`config.mk`:
```
export PLATFORM = sky130hd
export DESIGN_NAME = mem_port_arbiter
export DESIGN_NICKNAME = d
export VERILOG_FILES = /design/src/rtl/mem_port_arbiter.sv
export SDC_FILE = /design/constraint.sdc
export NUM_CORES = 1
export LEC_CHECK = 0
export ABC_AREA = 1
export BUFFER_PORTS_ARGS = -buffer_cell sky130_fd_sc_hd__buf_4
export CORE_AREA = 2 2 103 105
export CTS_BUF_LIST = sky130_fd_sc_hd__clkbuf_4 sky130_fd_sc_hd__clkbuf_8 sky130_fd_sc_hd__clkbuf_16
export DETAILED_ROUTE_END_ITERATION = 10
export DIE_AREA = 0 0 105 107
export PLACE_DENSITY = 0.79
export SKIP_LAST_GASP = 1
export SYNTH_ARGS = -nofsm -noshare
export SYNTH_HDL_FRONTEND = slang
export SYNTH_SLANG_ARGS = --single-unit
```
`constraint.sdc`:
```
create_clock -name clock -period 1.7 [get_ports clock]
set_clock_uncertainty 0.1 [all_clocks]
set_input_delay 0.34 -clock clock [delete_from_list [all_inputs] [get_ports clock]]
set_output_delay 0.34 -clock clock [all_outputs]
set_load 0.02 [all_outputs]
```
`src/rtl/mem_port_arbiter.sv`:
```
// ---------------------------------------------------------------------------
// mem_port_arbiter
//
// Purpose:
//   Shares one single-port synchronous memory between an instruction port
//   (read only) and a data port (load/store). A three-state FSM handles one
//   access every three cycles:
//     IDLE  - pick a winner (round-robin on a tie) and latch its request
//     ISSUE - drive the memory strobe from the latched request
//     WAIT  - memory data is back; pulse the winner's ack and return its data
//   Addresses at or beyond DEPTH never reach the memory. They still complete,
//   but with err raised alongside the ack and zero read data.
//
// Ports:
//   clock, reset           system clock, synchronous active-high reset
//   i_req/i_addr           instruction request and word address
//   i_ack/i_rdata          instruction completion pulse and read data
//   d_req/d_we/d_addr      data request, write enable and word address
//   d_wdata                store data
//   d_ack/d_rdata          data completion pulse and load data
//   err                    out-of-range flag, pulses with the ack
//   mem_en/mem_we          memory access and write strobes
//   mem_addr/mem_wdata     memory word address and write data
//   mem_rdata              memory read data (one-cycle read latency)
//   i_count/d_count        saturating per-port completed-access counters
// ---------------------------------------------------------------------------
module mem_port_arbiter #(
  parameter int ADDR_W = 16,
  parameter int DATA_W = 32,
  parameter int DEPTH  = 16384
) (
  input  logic              clock,
  input  logic              reset,
  input  logic              i_req,
  input  logic [ADDR_W-1:0] i_addr,
  output logic              i_ack,
  output logic [DATA_W-1:0] i_rdata,
  input  logic              d_req,
  input  logic              d_we,
  input  logic [ADDR_W-1:0] d_addr,
  input  logic [DATA_W-1:0] d_wdata,
  output logic              d_ack,
  output logic [DATA_W-1:0] d_rdata,
  output logic              err,
  output logic              mem_en,
  output logic              mem_we,
  output logic [ADDR_W-1:0] mem_addr,
  output logic [DATA_W-1:0] mem_wdata,
  input  logic [DATA_W-1:0] mem_rdata,
  output logic [15:0]       i_count,
  output logic [15:0]       d_count
);

  localparam logic [1:0] IDLE  = 2'd0;
  localparam logic [1:0] ISSUE = 2'd1;
  localparam logic [1:0] WAIT  = 2'd2;

  // One extra bit so a DEPTH equal to 2**ADDR_W still compares correctly.
  localparam logic [ADDR_W:0] DEPTH_W = (ADDR_W + 1)'(DEPTH);

  logic [1:0]        state_q,      state_d;
  logic              lastData_q,   lastData_d;
  logic              portData_q,   portData_d;
  logic [ADDR_W-1:0] addr_q,       addr_d;
  logic              we_q,         we_d;
  logic [DATA_W-1:0] wdata_q,      wdata_d;
  logic              outOfRange_q, outOfRange_d;
  logic [15:0]       iCount_q,     iCount_d;
  logic [15:0]       dCount_q,     dCount_d;

  logic              grantData;
  logic [ADDR_W-1:0] winAddr;
  logic              inIssue;
  logic              inWait;
  logic              rdataValid;

  // The data port wins when it is the only requester, or on a tie when the
  // instruction port was served last.
  always_comb begin
    grantData = d_req && (!i_req || !lastData_q);
    winAddr   = grantData ? d_addr : i_addr;
  end

  // Next-state logic: latch the winner in IDLE, walk through ISSUE and WAIT,
  // and bump the granted port's counter on its WAIT cycle (errors included).
  always_comb begin
    state_d      = state_q;
    lastData_d   = lastData_q;
    portData_d   = portData_q;
    addr_d       = addr_q;
    we_d         = we_q;
    wdata_d      = wdata_q;
    outOfRange_d = outOfRange_q;
    iCount_d     = iCount_q;
    dCount_d     = dCount_q;
    case (state_q)
      IDLE: begin
        if (i_req || d_req) begin
          portData_d   = grantData;
          lastData_d   = grantData;
          addr_d       = winAddr;
          we_d         = grantData && d_we;
          wdata_d      = grantData ? d_wdata : '0;
          outOfRange_d = ({1'b0, winAddr} >= DEPTH_W);
          state_d      = ISSUE;
        end
      end
      ISSUE: begin
        state_d = WAIT;
      end
      WAIT: begin
        if (portData_q) begin
          dCount_d = (dCount_q == 16'hFFFF) ? dCount_q : dCount_q + 16'd1;
        end else begin
          iCount_d = (iCount_q == 16'hFFFF) ? iCount_q : iCount_q + 16'd1;
        end
        state_d = IDLE;
      end
      default: begin
        state_d = IDLE;
      end
    endcase
  end

  // State register. After reset the data port counts as last granted so the
  // first tie goes to the instruction port.
  always_ff @(posedge clock) begin
    if (reset) begin
      state_q      <= IDLE;
      lastData_q   <= 1'b1;
      portData_q   <= 1'b0;
      addr_q       <= '0;
      we_q         <= 1'b0;
      wdata_q      <= '0;
      outOfRange_q <= 1'b0;
      iCount_q     <= 16'd0;
      dCount_q     <= 16'd0;
    end else begin
      state_q      <= state_d;
      lastData_q   <= lastData_d;
      portData_q   <= portData_d;
      addr_q       <= addr_d;
      we_q         <= we_d;
      wdata_q      <= wdata_d;
      outOfRange_q <= outOfRange_d;
      iCount_q     <= iCount_d;
      dCount_q     <= dCount_d;
    end
  end

  // Output decode. Reset gates the strobes and acks combinationally so an
  // access caught mid-flight never writes memory and never acknowledges.
  always_comb begin
    inIssue    = (state_q == ISSUE) && !reset;
    inWait     = (state_q == WAIT) && !reset;
    rdataValid = !we_q && !outOfRange_q;

    mem_en    = inIssue && !outOfRange_q;
    mem_we    = inIssue && !outOfRange_q && we_q;
    mem_addr  = addr_q;
    mem_wdata = wdata_q;

    i_ack   = inWait && !portData_q;
    d_ack   = inWait && portData_q;
    err     = inWait && outOfRange_q;
    i_rdata = (i_ack && rdataValid) ? mem_rdata : '0;
    d_rdata = (d_ack && rdataValid) ? mem_rdata : '0;

    i_count = iCount_q;
    d_count = dCount_q;
  end

endmodule
```
==> impl_results.md, run 1 <==
- Result of the run: finished, violations left
- Failing checks: setup timing
- Count of standard-cell rows: 37
- Area growth, synth to finish: 77.9%
- Combinational Power Share: 24.6%
- Die Outline Area: 0.0112 sq mm
- Endpoint type of the worst setup path: output pin
- Internal: 3.24 mW
- Drt via density: 4.81
- Number of cells traversed by the worst hold path: 3
- Transition at the pin with the smallest max-transition slack: 542 ps
- Setup repair after global routing missed its margin: true
- Synthesized flop and latch total: 86
- Final cell count without fillers: 1133
- Sequential area share after synthesis: 39.0%
- Detailed-routing iteration count for the pre-antenna-repair pass: 5
- Slack of the worst reg-to-reg path: -150 ps
- Startpoint of the worst hold path: d_wdata[8]
- Vert. Die Dim: 107 um
- # placed instances: 1097
- R2R cell count: 10
- Worst voltage drop across the vdd grid: 0.000670 V
- Count of endpoints failing setup in the final report: 102
- Width of the die: 105 um
- Worst skew pair latency: 360 ps
- Number of global-route vias before repair: 4911
- Fill cell instance count of the final layout: 730
- Number of violations reported at the end of detailed-routing iteration 0: 319
- Critical Path AT: 1710 ps
- End of the worst register-to-register path: mem_wdata[9]$_SDFFE_PP0P_
- GR Util All Layers: 25.5%
- Placement-stage cell area: 0.00713 sq mm
- Startpoint of the worst-slack reg-to-reg timing path: state_q[0]$_SDFFE_PP0P_
- Post-detailed-routing wire length: 15700 um
- Start point of the critical path: state_q[0]$_SDFFE_PP0P_
- Highest Clock Rate: 0.466 GHz
- Remaining global-route overflow: 0
- Avg Cell Area, Syn: 6.26 sq um
- Headroom to the max-slew limit: 63.9%
- Max clock buf depth: 2
- Portion of total power attributed to sequential cells: 45.7%
- Worst Path Max Fanout: 16
- Final clock period utilization by the worst path: 126%
- Setup Crit Path Kind: flop to output pin
- DP Wirelength: 11300 um
- Worst EP required: 1260 ps
- Largest net degree at the start of global routing: 40
- Final sum of negative setup slack: -29150 ps
- Worst Hold Endpoint: mem_wdata[8]$_SDFFE_PP0P_
- Distinct cell type count of the synthesized netlist: 26
- Crit start category: flop
- Net switching component of the power: 1.52 mW
- Total non-filler cell area in the finished layout: 0.00786 sq mm
- Number of buffers inserted by port buffering: 249
- Yosys Warn Count: 0
- Tightest Hold Check Type: input port to flop
- Static leakage power: 3.73 nW
- Final Worst Setup Slack: -447 ps
- TritonCTS clock tree: built
- Number of max-slew violations in the final report: 0
- Post-synthesis net count: 809
- Sw Ratio: 31.9%
- Register clock-pin slew on the reported worst setup and hold paths: 100 ps
- Antenna violations before repair: 0
- Clock share of power: 29.6%
- Wire length of the first global-routing pass: 23400 um
- Final routed DRC violation total: 0
- Max Cap Viol: 0
- Proportion of layout cells with a drive suffix above 1: 47.5%
- Overall via count from detail_route: 5446
- Deepest level of the CTS H-tree: 3
- Antenna Violating Nets Remaining: 0
- Core footprint: 0.0101 sq mm
- Initial standard-cell utilization of the core: 43.8%
- Io pins: 250
- Post-layout total power: 4.75 mW
- Final Hold Violating Endpoints: 0
- Minimum clock period after layout: 2150 ps
- Hold-fix buffer count after cts: 0
- Clock root buffer master: clkbuf_8
- Power density cells: 605 mW/mm^2
- Total number of clock tree sinks: 86
- Final weighted congestion in routability-driven placement: 0.907
- Clock buffers created by TritonCTS: 9
- Mean routed wirelength per cell: 13.9 um
- Number of diodes: 0
- Synth Cell Area: 0.00442 sq mm
- Final layout net count: 1095
- Number of instances in the synthesized netlist: 706
[layout by cell type, fill, tap and decap left out, drive strengths merged]
master      n
buf       302
nand2     201
nor2      157
inv        97
dfxtp      86
a21oi      49
nand3      47
o21ai      14
a31oi      14
clkbuf     13
clkinv      3
nor3        3
xor2        2
o211ai      2
ha          2
nand4       1
xnor2       1
or2         1
nand3b      1
clkinvlp    1
[power by group through the flow]
stage               Combinational [mW]  Clock, mW  Sequential (mW)
floorplan                        0.442          0             2.31
global placement                 0.988          0             2.21
detailed placement               0.997          0             2.21
CTS                               1.01       1.43             2.17
global route                      1.26       1.52             2.18
finish                            1.17       1.41             2.17
[cells in the mapped netlist]
| master | number | area share [%] |
|---|---|---|
| nor3_1 | 3 | 0.34 |
| clkbuf_1 | 10 | 0.85 |
| inv_2 | 6 | 0.51 |
| a21oi_1 | 49 | 5.6 |
| xnor2_1 | 1 | 0.20 |
| buf_1 | 2 | 0.17 |
| nand3b_1 | 1 | 0.17 |
| buf_4 | 6 | 1.0 |
| buf_6 | 2 | 0.51 |
| nand2_1 | 196 | 17 |
| inv_1 | 89 | 7.6 |
| a31oi_1 | 14 | 2.0 |
| nand4_1 | 1 | 0.14 |
| o211ai_1 | 2 | 0.34 |
| dfxtp_1 | 86 | 39 |
| nor2_4 | 8 | 2.0 |
| xor2_1 | 2 | 0.40 |
| nand3_2 | 3 | 0.68 |
| buf_2 | 10 | 1.1 |
| o21ai_0 | 14 | 1.6 |
| ha_1 | 2 | 0.57 |
| nor2_2 | 2 | 0.28 |
| nand3_1 | 44 | 5.0 |
| nand2_2 | 5 | 0.71 |
| nor2_1 | 147 | 12 |
| or2_2 | 1 | 0.14 |
[per-stage QoR]
stage / hold slack (ps) / worst slack, ps / utilization [%]
after floorplan: 321 / -55.8 / -
after global placement: 352 / -93.9 / 70.6
after detailed placement: 355 / -104 / 70.6
after CTS: 113 / -414 / 73.1
after global routing: 110 / -502 / 77.8
final: 114 / -447 / 77.8
[critical path, stage by stage, from the launching register on]
cell and delay (ps):
dfxtp_2 330, inv_2 80, nand2_4 60, nor2_4 110, inv_4 60, nor2_4 130
nand3_4 110, buf_12 200, nor2_4 110, buf_4 140
[metal layers]
| layer | part of all wire, % | global-route usage [%] | vias to the layer above |
|---|---|---|---|
| met5 | 0 | 0 | - |
| met1 | 36 | 28.7 | 2452 |
| li1 | - | - | 2727 |
| met2 | 52 | 46.7 | 237 |
| met3 | 9.2 | 7.29 | 30 |
| met4 | 2.0 | 7.62 | 0 |
[worst max path at each step]
stage	depth (start not counted)	slack (ps)	to
after floorplan	8	-60	i_rdata[10]
after global placement	8	-90	i_rdata[11]
after detailed placement	8	-100	i_rdata[31]
after CTS	9	-410	i_rdata[31]
after global routing	9	-500	i_rdata[11]
final	9	-450	i_rdata[11]
[cell families after synthesis]
family	count (synthesis)	share of synthesized area (%)
AOI/OAI and AO/OA	79	9.46
xor gates and xnor gates	3	0.595
adders and majority gates	2	0.566
buffers and inverters	125	11.8
DFF	86	39.0
and+or+nand+nor	411	38.6
[state kept, by name (all words and copies together), names as in the netlist]
register and cells:
we_q 1, portData_q 1, outOfRange_q 1, lastData_q 1
d_count 16, mem_wdata 32, mem_addr 16, i_count 16
state_q 2
[layout make-up]
class	instances	area (sq um)	area share, %
Inverter	95	364	4.63
Multi-Input combinational cell	495	2910	37.0
Clock buffer	10	138	1.75
Timing Repair Buffer	305	2500	31.8
Clock inverter	6	52.6	0.669
Sequential cell	86	1730	22.0
Tap cell	136	170	2.17
[timing repair]
item / 4_1_cts / 5_1_grt
resized for setup: 10 / 82
gates cloned: 0 / 5
pin swaps: 2 / 25
setup buffers: 2 / 14
endpoints found under the setup margin: 69 / 131
Note: power is estimated with default switching activity, not from simulation.
==> run 2: changes to the inputs <==
--- a/config.mk
+++ b/config.mk
@@ -7,11 +7,13 @@
 export LEC_CHECK = 0
 export ABC_AREA = 1
 export BUFFER_PORTS_ARGS = -buffer_cell sky130_fd_sc_hd__buf_4
-export CORE_AREA = 2 2 103 105
+export CELL_PAD_IN_SITES_DETAIL_PLACEMENT = 0
+export CELL_PAD_IN_SITES_GLOBAL_PLACEMENT = 1
+export CORE_AREA = 2 2 127 129
 export CTS_BUF_LIST = sky130_fd_sc_hd__clkbuf_4 sky130_fd_sc_hd__clkbuf_8 sky130_fd_sc_hd__clkbuf_16
 export DETAILED_ROUTE_END_ITERATION = 10
-export DIE_AREA = 0 0 105 107
-export PLACE_DENSITY = 0.79
+export DIE_AREA = 0 0 129 131
+export PLACE_DENSITY = 0.8
 export SKIP_LAST_GASP = 1
 export SYNTH_ARGS = -nofsm -noshare
 export SYNTH_HDL_FRONTEND = slang
==> impl_results.md, run 2 (synthesis results as in run 1) <==
- Result of the run: finished, violations left
- Failing checks: setup timing
- Final Worst Setup Slack: -411 ps (+36.4 ps)
- Remaining global-route overflow: 0 (unchanged)
- Number of global-route vias before repair: 4728 (-3.7%)
- Final cell utilization of the core: 49.6% (-28 points)
- Worst skew pair latency: 350 ps (about the same)
- Clock root buffer master: clkbuf_16
- CP max-delay cell: dfxtp_2
- Antenna Violating Nets Remaining: 0 (unchanged)
- Post-Place Setup Slack: -125 ps (-21.2 ps)
- Endpoint type of the worst setup path: output pin
- Number of max-slew violations in the final report: 0 (unchanged)
- Count of standard-cell rows: 46 (+24%)
- Largest net degree at the start of global routing: 40 (unchanged)
- Final Hold Violating Endpoints: 0 (unchanged)
- Final clock period utilization by the worst path: 124% (-2.1 points)
- Transition at the pin with the smallest max-transition slack: 431 ps (-111 ps)
- Commonest cells after routing, fill and taps aside: 271 x buf_4, 196 x nand2_1, 88 x inv_1, 84 x dfxtp_1, 82 x nor2_1
- Highest Clock Rate: 0.474 GHz (+1.7%)
- Max Cap Viol: 0 (unchanged)
- Number of diodes: 0 (unchanged)
- Portion of total power attributed to sequential cells: 41.6% (-4.1 points)
- Detailed-routing iteration count for the pre-antenna-repair pass: 4 (-1)
- Flip-flop count of the largest register after layout: 32 (unchanged)
- # placed instances: 1180 (+7.6%)
- Internal: 3.60 mW (+11%)
- Clock buffers created by TritonCTS: 9 (unchanged)
- Number of buffers inserted by port buffering: 249 (unchanged)
- Die Outline Area: 0.0169 sq mm (+50%)
- Post-Route Hold Slack: 136 ps (+22.0 ps)
- Tightest Hold Check Type: input port to flop
- Register clock-pin slew on the reported worst setup and hold paths: 70 ps (-30 ps)
- Most repeated library cell on the critical path: nor2_4
- Width of the die: 129 um (+23%)
- Proportion of layout cells with a drive suffix above 1: 41.2% (-6.4 points)
- R2R cell count: 9 (-1)
- Setup repair after global routing missed its margin: true
- Overall via count from detail_route: 5178 (-4.9%)
- Core footprint: 0.0156 sq mm (+55%)
- Worst voltage drop across the vdd grid: 0.000472 V (-30%)
- Ordered list of cells on the worst path: inv_2 > nand2_4 > nor2_4 > inv_4 > nor2_4 > nand3_4 > buf_12 > nor2_1 > buf_4
- GR Util All Layers: 17.9% (-7.6 points)
- Wire length of the first global-routing pass: 23600 um (+0.62%)
- Headroom to the max-slew limit: 71.3% (+7.4 points)
- Final sum of negative setup slack: -24600 ps (+4560 ps)
- Initial standard-cell utilization of the core: 28.3% (-15 points)
- Vert. Die Dim: 131 um (+22%)
- Hold-fix buffer count after cts: 0 (unchanged)
- Deepest level of the CTS H-tree: 3 (unchanged)
- Number of violations reported at the end of detailed-routing iteration 0: 223 (-30%)
- Static leakage power: 3.65 nW (-2.0%)
- Final layout net count: 1084 (-1.0%)
- Total non-filler cell area in the finished layout: 0.00773 sq mm (-1.5%)
- Area growth, synth to finish: 75.1%
- Minimum clock period after layout: 2110 ps (-36.4 ps)
- Placement-stage cell area: 0.00725 sq mm (+1.7%)
- Crit start category: flop
- Final weighted congestion in routability-driven placement: 0.825 (-9.0%)
- Io pins: 250 (unchanged)
- Biggest cell delay along the critical path: 330 ps (about the same)
- Post-layout total power: 5.20 mW (+9.5%)
- DP Wirelength: 11900 um (+5.3%)
- Combinational Power Share: 19.9% (-4.7 points)
- Number of cells traversed by the worst hold path: 3 (unchanged)
- Sw Ratio: 30.8% (-1.1 points)
- Worst Hold Endpoint: mem_wdata[0]$_SDFFE_PP0P_
- Clock share of power: 38.5% (+8.9 points)
- Count of endpoints failing setup in the final report: 69 (-32%)
- Post-detailed-routing wire length: 15400 um (-1.7%)
- Slack of the worst reg-to-reg path: 100 ps (+250 ps)
- Startpoint of the worst-slack reg-to-reg timing path: i_count[0]$_SDFFE_PP0P_
- End of the worst register-to-register path: i_count[9]$_SDFFE_PP0P_
- Critical Path AT: 1670 ps (-40 ps)
- Max clock buf depth: 2 (unchanged)
- TritonCTS clock tree: built
- Mean routed wirelength per cell: 12.8 um (-7.3%)
- Leading cell type in the layout, fill and taps excluded: buf_4
- Worst Path Max Fanout: 15 (-1)
- Drt via density: 4.31 (-10%)
- Startpoint of the worst hold path: d_wdata[0]
- Worst EP required: 1260 ps (about the same)
- Setup Crit Path Kind: flop to output pin
- Total number of clock tree sinks: 86 (unchanged)
- Final routed DRC violation total: 0 (unchanged)
- Power density cells: 673 mW/mm^2 (+11%)
- Fill cell instance count of the final layout: 1644 (+130%)
- Antenna violations before repair: 0 (unchanged)
- Final cell count without fillers: 1202 (+6.1%)
- Net switching component of the power: 1.60 mW (+5.8%)
[run 2: power by group through the flow]
stage               sequential (mW)  clock, mW  combinational (mW)
floorplan                      2.31          0               0.442
global placement               2.21          0                1.02
detailed placement             2.21          0                1.02
CTS                            2.17       2.07                1.03
global route                   2.18       2.15                1.13
finish                         2.17       2.00                1.03
[run 2: critical path: cells and delay by family (launching register included)]
kind / cells / cell delay [ps]
and+or+nand+nor: 5 / 510
DFF: 1 / 330
buffers and inverters: 4 / 480
[run 2: area by class of cell]
type                            count  area (sq um)  share of cell area (%)
Sequential cell                    86          1720                    22.3
Clock buffer                        9           225                    2.91
Multi-Input combinational cell    495          2700                    34.8
Clock inverter                      7          77.6                    1.00
Timing Repair Buffer              294          2380                    30.8
Inverter                           95           359                    4.64
Tap cell                          216           270                    3.49
[run 2: worst max-delay path by stage]
stage                                  startpoint           to  cells after the start
after floorplan           state_q[0]$_SDFFE_PP0P_  i_rdata[10]                      8
after CTS                 state_q[0]$_SDFFE_PP0P_  d_rdata[20]                      9
after detailed placement                    reset  i_rdata[11]                      8
final                     state_q[0]$_SDFFE_PP0P_   i_rdata[0]                      9
after global placement                      reset  i_rdata[11]                      8
after global routing      state_q[0]$_SDFFE_PP0P_  d_rdata[20]                      9
[run 2: per-layer routing]
metal | track usage [%] | wire length (um)
met1 | 19.9 | 6150
met2 | 30.9 | 7320
met3 | 7.49 | 1740
met4 | 5.95 | 233
met5 | 0 | 0
[run 2: timing repair]
| item | CTS | global route |
|---|---|---|
| cloned | 1 | 0 |
| pin swaps | 1 | 3 |
| setup buffers | 4 | 4 |
| endpoints found under the setup margin | 69 | 121 |
| resized for setup | 17 | 13 |
==> run 3: changes to the inputs <==
--- a/config.mk
+++ b/config.mk
@@ -14,6 +14,7 @@
 export DETAILED_ROUTE_END_ITERATION = 10
 export DIE_AREA = 0 0 129 131
 export PLACE_DENSITY = 0.8
+export REMOVE_ABC_BUFFERS = 1
 export SKIP_LAST_GASP = 1
 export SYNTH_ARGS = -nofsm -noshare
 export SYNTH_HDL_FRONTEND = slang
==> impl_results.md, run 3 (synthesis results as in run 1) <==
- GR met3 Demand/Resource: 6.35% (-1.1 points)
- Detailed-routing iteration count for the pre-antenna-repair pass: 4 (unchanged)
- Hold-fix buffer count after cts: 0 (unchanged)
- Power density cells: 716 mW/mm^2 (+6.4%)
- Width of the die: 129 um (unchanged)
- Number of buffers inserted by port buffering: 249 (unchanged)
- Leading cell type in the layout, fill and taps excluded: buf_4
- Core footprint: 0.0156 sq mm (unchanged)
- Largest net degree at the start of global routing: 40 (unchanged)
- Final weighted congestion in routability-driven placement: 0.767 (-7.1%)
- Count of endpoints failing setup in the final report: 69 (unchanged)
- Io pins: 250 (unchanged)
- Crit start category: flop
- Post-Route Hold Slack: 141 ps (+5.02 ps)
- Final clock period utilization by the worst path: 122% (-2.5 points)
- Number of global-route vias before repair: 4635 (-2.0%)
- Worst voltage drop across the vdd grid: 0.000496 V (+5.2%)
- Top Usage Layer GRT: met2
- Post-detailed-routing wire length: 15700 um (+1.5%)
- Final layout net count: 1098 (+1.3%)
- Mean routed wirelength per cell: 12.9 um (+0.37%)
- R2R cell count: 9 (unchanged)
- Total number of clock tree sinks: 86 (unchanged)
- Worst skew pair latency: 350 ps (about the same)
- Met1 capacity usage during global routing: 20.2% (+0.33 points)
- End point of the critical path: i_rdata[26]
- Drt via density: 4.31 (about the same)
- TritonCTS clock tree: built
- Worst EP required: 1260 ps (about the same)
- Failing checks: setup timing
- Number of diodes: 0 (unchanged)
- Register clock-pin slew on the reported worst setup and hold paths: 70 ps (about the same)
- # placed instances: 1188 (+0.68%)
- Critical Path AT: 1630 ps (-40 ps)
- Final Hold Violating Endpoints: 0 (unchanged)
- Minimum clock period after layout: 2070 ps (-43.1 ps)
- End of the worst register-to-register path: portData_q$_SDFFE_PP0P_
- GR Layer Usage met2: 29.6% (-1.3 points)
- Fill cell instance count of the final layout: 1634 (-0.61%)
- Headroom to the max-slew limit: 69.8% (-1.5 points)
- Area growth, synth to finish: 68.6%
- Transition at the pin with the smallest max-transition slack: 453 ps (+21.8 ps)
- Antenna violations before repair: 0 (unchanged)
- Vert. Die Dim: 131 um (unchanged)
- Flip-flop count of the largest register after layout: 32 (unchanged)
- Max Cap Viol: 0 (unchanged)
- Highest Clock Rate: 0.484 GHz (+2.1%)
- Final Worst Setup Slack: -368 ps (+43.1 ps)
- Proportion of layout cells with a drive suffix above 1: 37.7% (-3.5 points)
- GR Util All Layers: 17.2% (-0.65 points)
- Commonest cells after routing, fill and taps aside: 290 x buf_4, 192 x nand2_1, 139 x nor2_1, 88 x inv_1, 84 x dfxtp_1
- Startpoint of the worst-slack reg-to-reg timing path: state_q[1]$_SDFFE_PP0P_
- Final sum of negative setup slack: -20950 ps (+3650 ps)
- Final routed DRC violation total: 0 (unchanged)
- Number of cells traversed by the worst hold path: 3 (unchanged)
- Deepest level of the CTS H-tree: 3 (unchanged)
- Static leakage power: 3.72 nW (+1.9%)
- Wire length of the first global-routing pass: 22900 um (-3.0%)
- Antenna Violating Nets Remaining: 0 (unchanged)
- Initial standard-cell utilization of the core: 28.3% (unchanged)
- Endpoint type of the worst setup path: output pin
- Clock buffers created by TritonCTS: 9 (unchanged)
- Remaining global-route overflow: 0 (unchanged)
- Overall via count from detail_route: 5237 (+1.1%)
- Start point of the critical path: state_q[0]$_SDFFE_PP0P_
- Die Outline Area: 0.0169 sq mm (unchanged)
- Number of max-slew violations in the final report: 0 (unchanged)
- Clock root buffer master: clkbuf_16
- Setup Crit Path Kind: flop to output pin
- Setup repair after global routing missed its margin: true
- Max clock buf depth: 2 (unchanged)
- Count of standard-cell rows: 46 (unchanged)
- Slack of the worst reg-to-reg path: 20 ps (-80 ps)
- Result of the run: finished, violations left
- Tightest Hold Check Type: input port to flop
- Number of violations reported at the end of detailed-routing iteration 0: 163 (-27%)
- Final cell utilization of the core: 47.7% (-1.9 points)
- Final cell count without fillers: 1216 (+1.2%)
- Worst Path Max Fanout: 32 (+17)
- DP Wirelength: 11500 um (-3.5%)
run 3: routing by layer:
metal  wire (um)  share of wire [%]
met2        7410                 47
met5           0                  0
met4         129               0.82
met1        6700                 43
met3        1440                9.2
run 3: layout make-up:
class | instances | area, sq um | area share, %
clock buffer | 10 | 233 | 3.13
clock inverter | 6 | 73.8 | 0.992
inverter | 95 | 367 | 4.92
multi-input combinational | 495 | 2290 | 30.8
sequential | 86 | 1720 | 23.2
tap | 216 | 270 | 3.63
timing repair buffer | 308 | 2480 | 33.3
run 3: worst min-delay path by stage:
stage,from,end
6_report,d_wdata[7],mem_wdata[7]$_SDFFE_PP0P_
5_1_grt,d_wdata[19],mem_wdata[19]$_SDFFE_PP0P_
4_1_cts,d_wdata[12],mem_wdata[12]$_SDFFE_PP0P_
3_5_place_dp,mem_wdata[16]$_SDFFE_PP0P_,mem_wdata[16]$_SDFFE_PP0P_
3_3_place_gp,mem_wdata[19]$_SDFFE_PP0P_,mem_wdata[19]$_SDFFE_PP0P_
2_1_floorplan,reset,mem_addr[14]$_SDFFE_PP0P_
run 3: timing repair:
action	in CTS	in global routing
gates resized for setup	9	36
buffers inserted	4	7
pin swaps	2	5
endpoints found under the setup margin	69	112
gates cloned	0	5
run 3: through the flow:
| step | power [mW] | setup WS (ps) | area [sq um] |
|---|---|---|---|
| after floorplan | 2.62 | -590 | 4250 |
| after global placement | 3.19 | -168 | 6820 |
| after detailed placement | 3.19 | -163 | 6820 |
| after CTS | 5.31 | -368 | 7180 |
| after global routing | 5.58 | -452 | 7440 |
| final | 5.33 | -368 | 7440 |
run 3: power by group:
part	switching, mW	leakage, nW	internal (mW)	total [mW]
Sequential	0.0592	0.701	2.11	2.17
Combinational	0.563	2.87	0.506	1.07
Clock	0.909	0.152	1.18	2.09
Total	1.53	3.72	3.80	5.33
run 3: critical path, cell delays in order (launching register included):
cell and delay (ps):
dfxtp_2 320, inv_2 70, nand2_4 50, nor2_4 120, inv_4 60, nor2_4 100
nand3_2 90, buf_12 180, nor2_1 120, buf_4 160
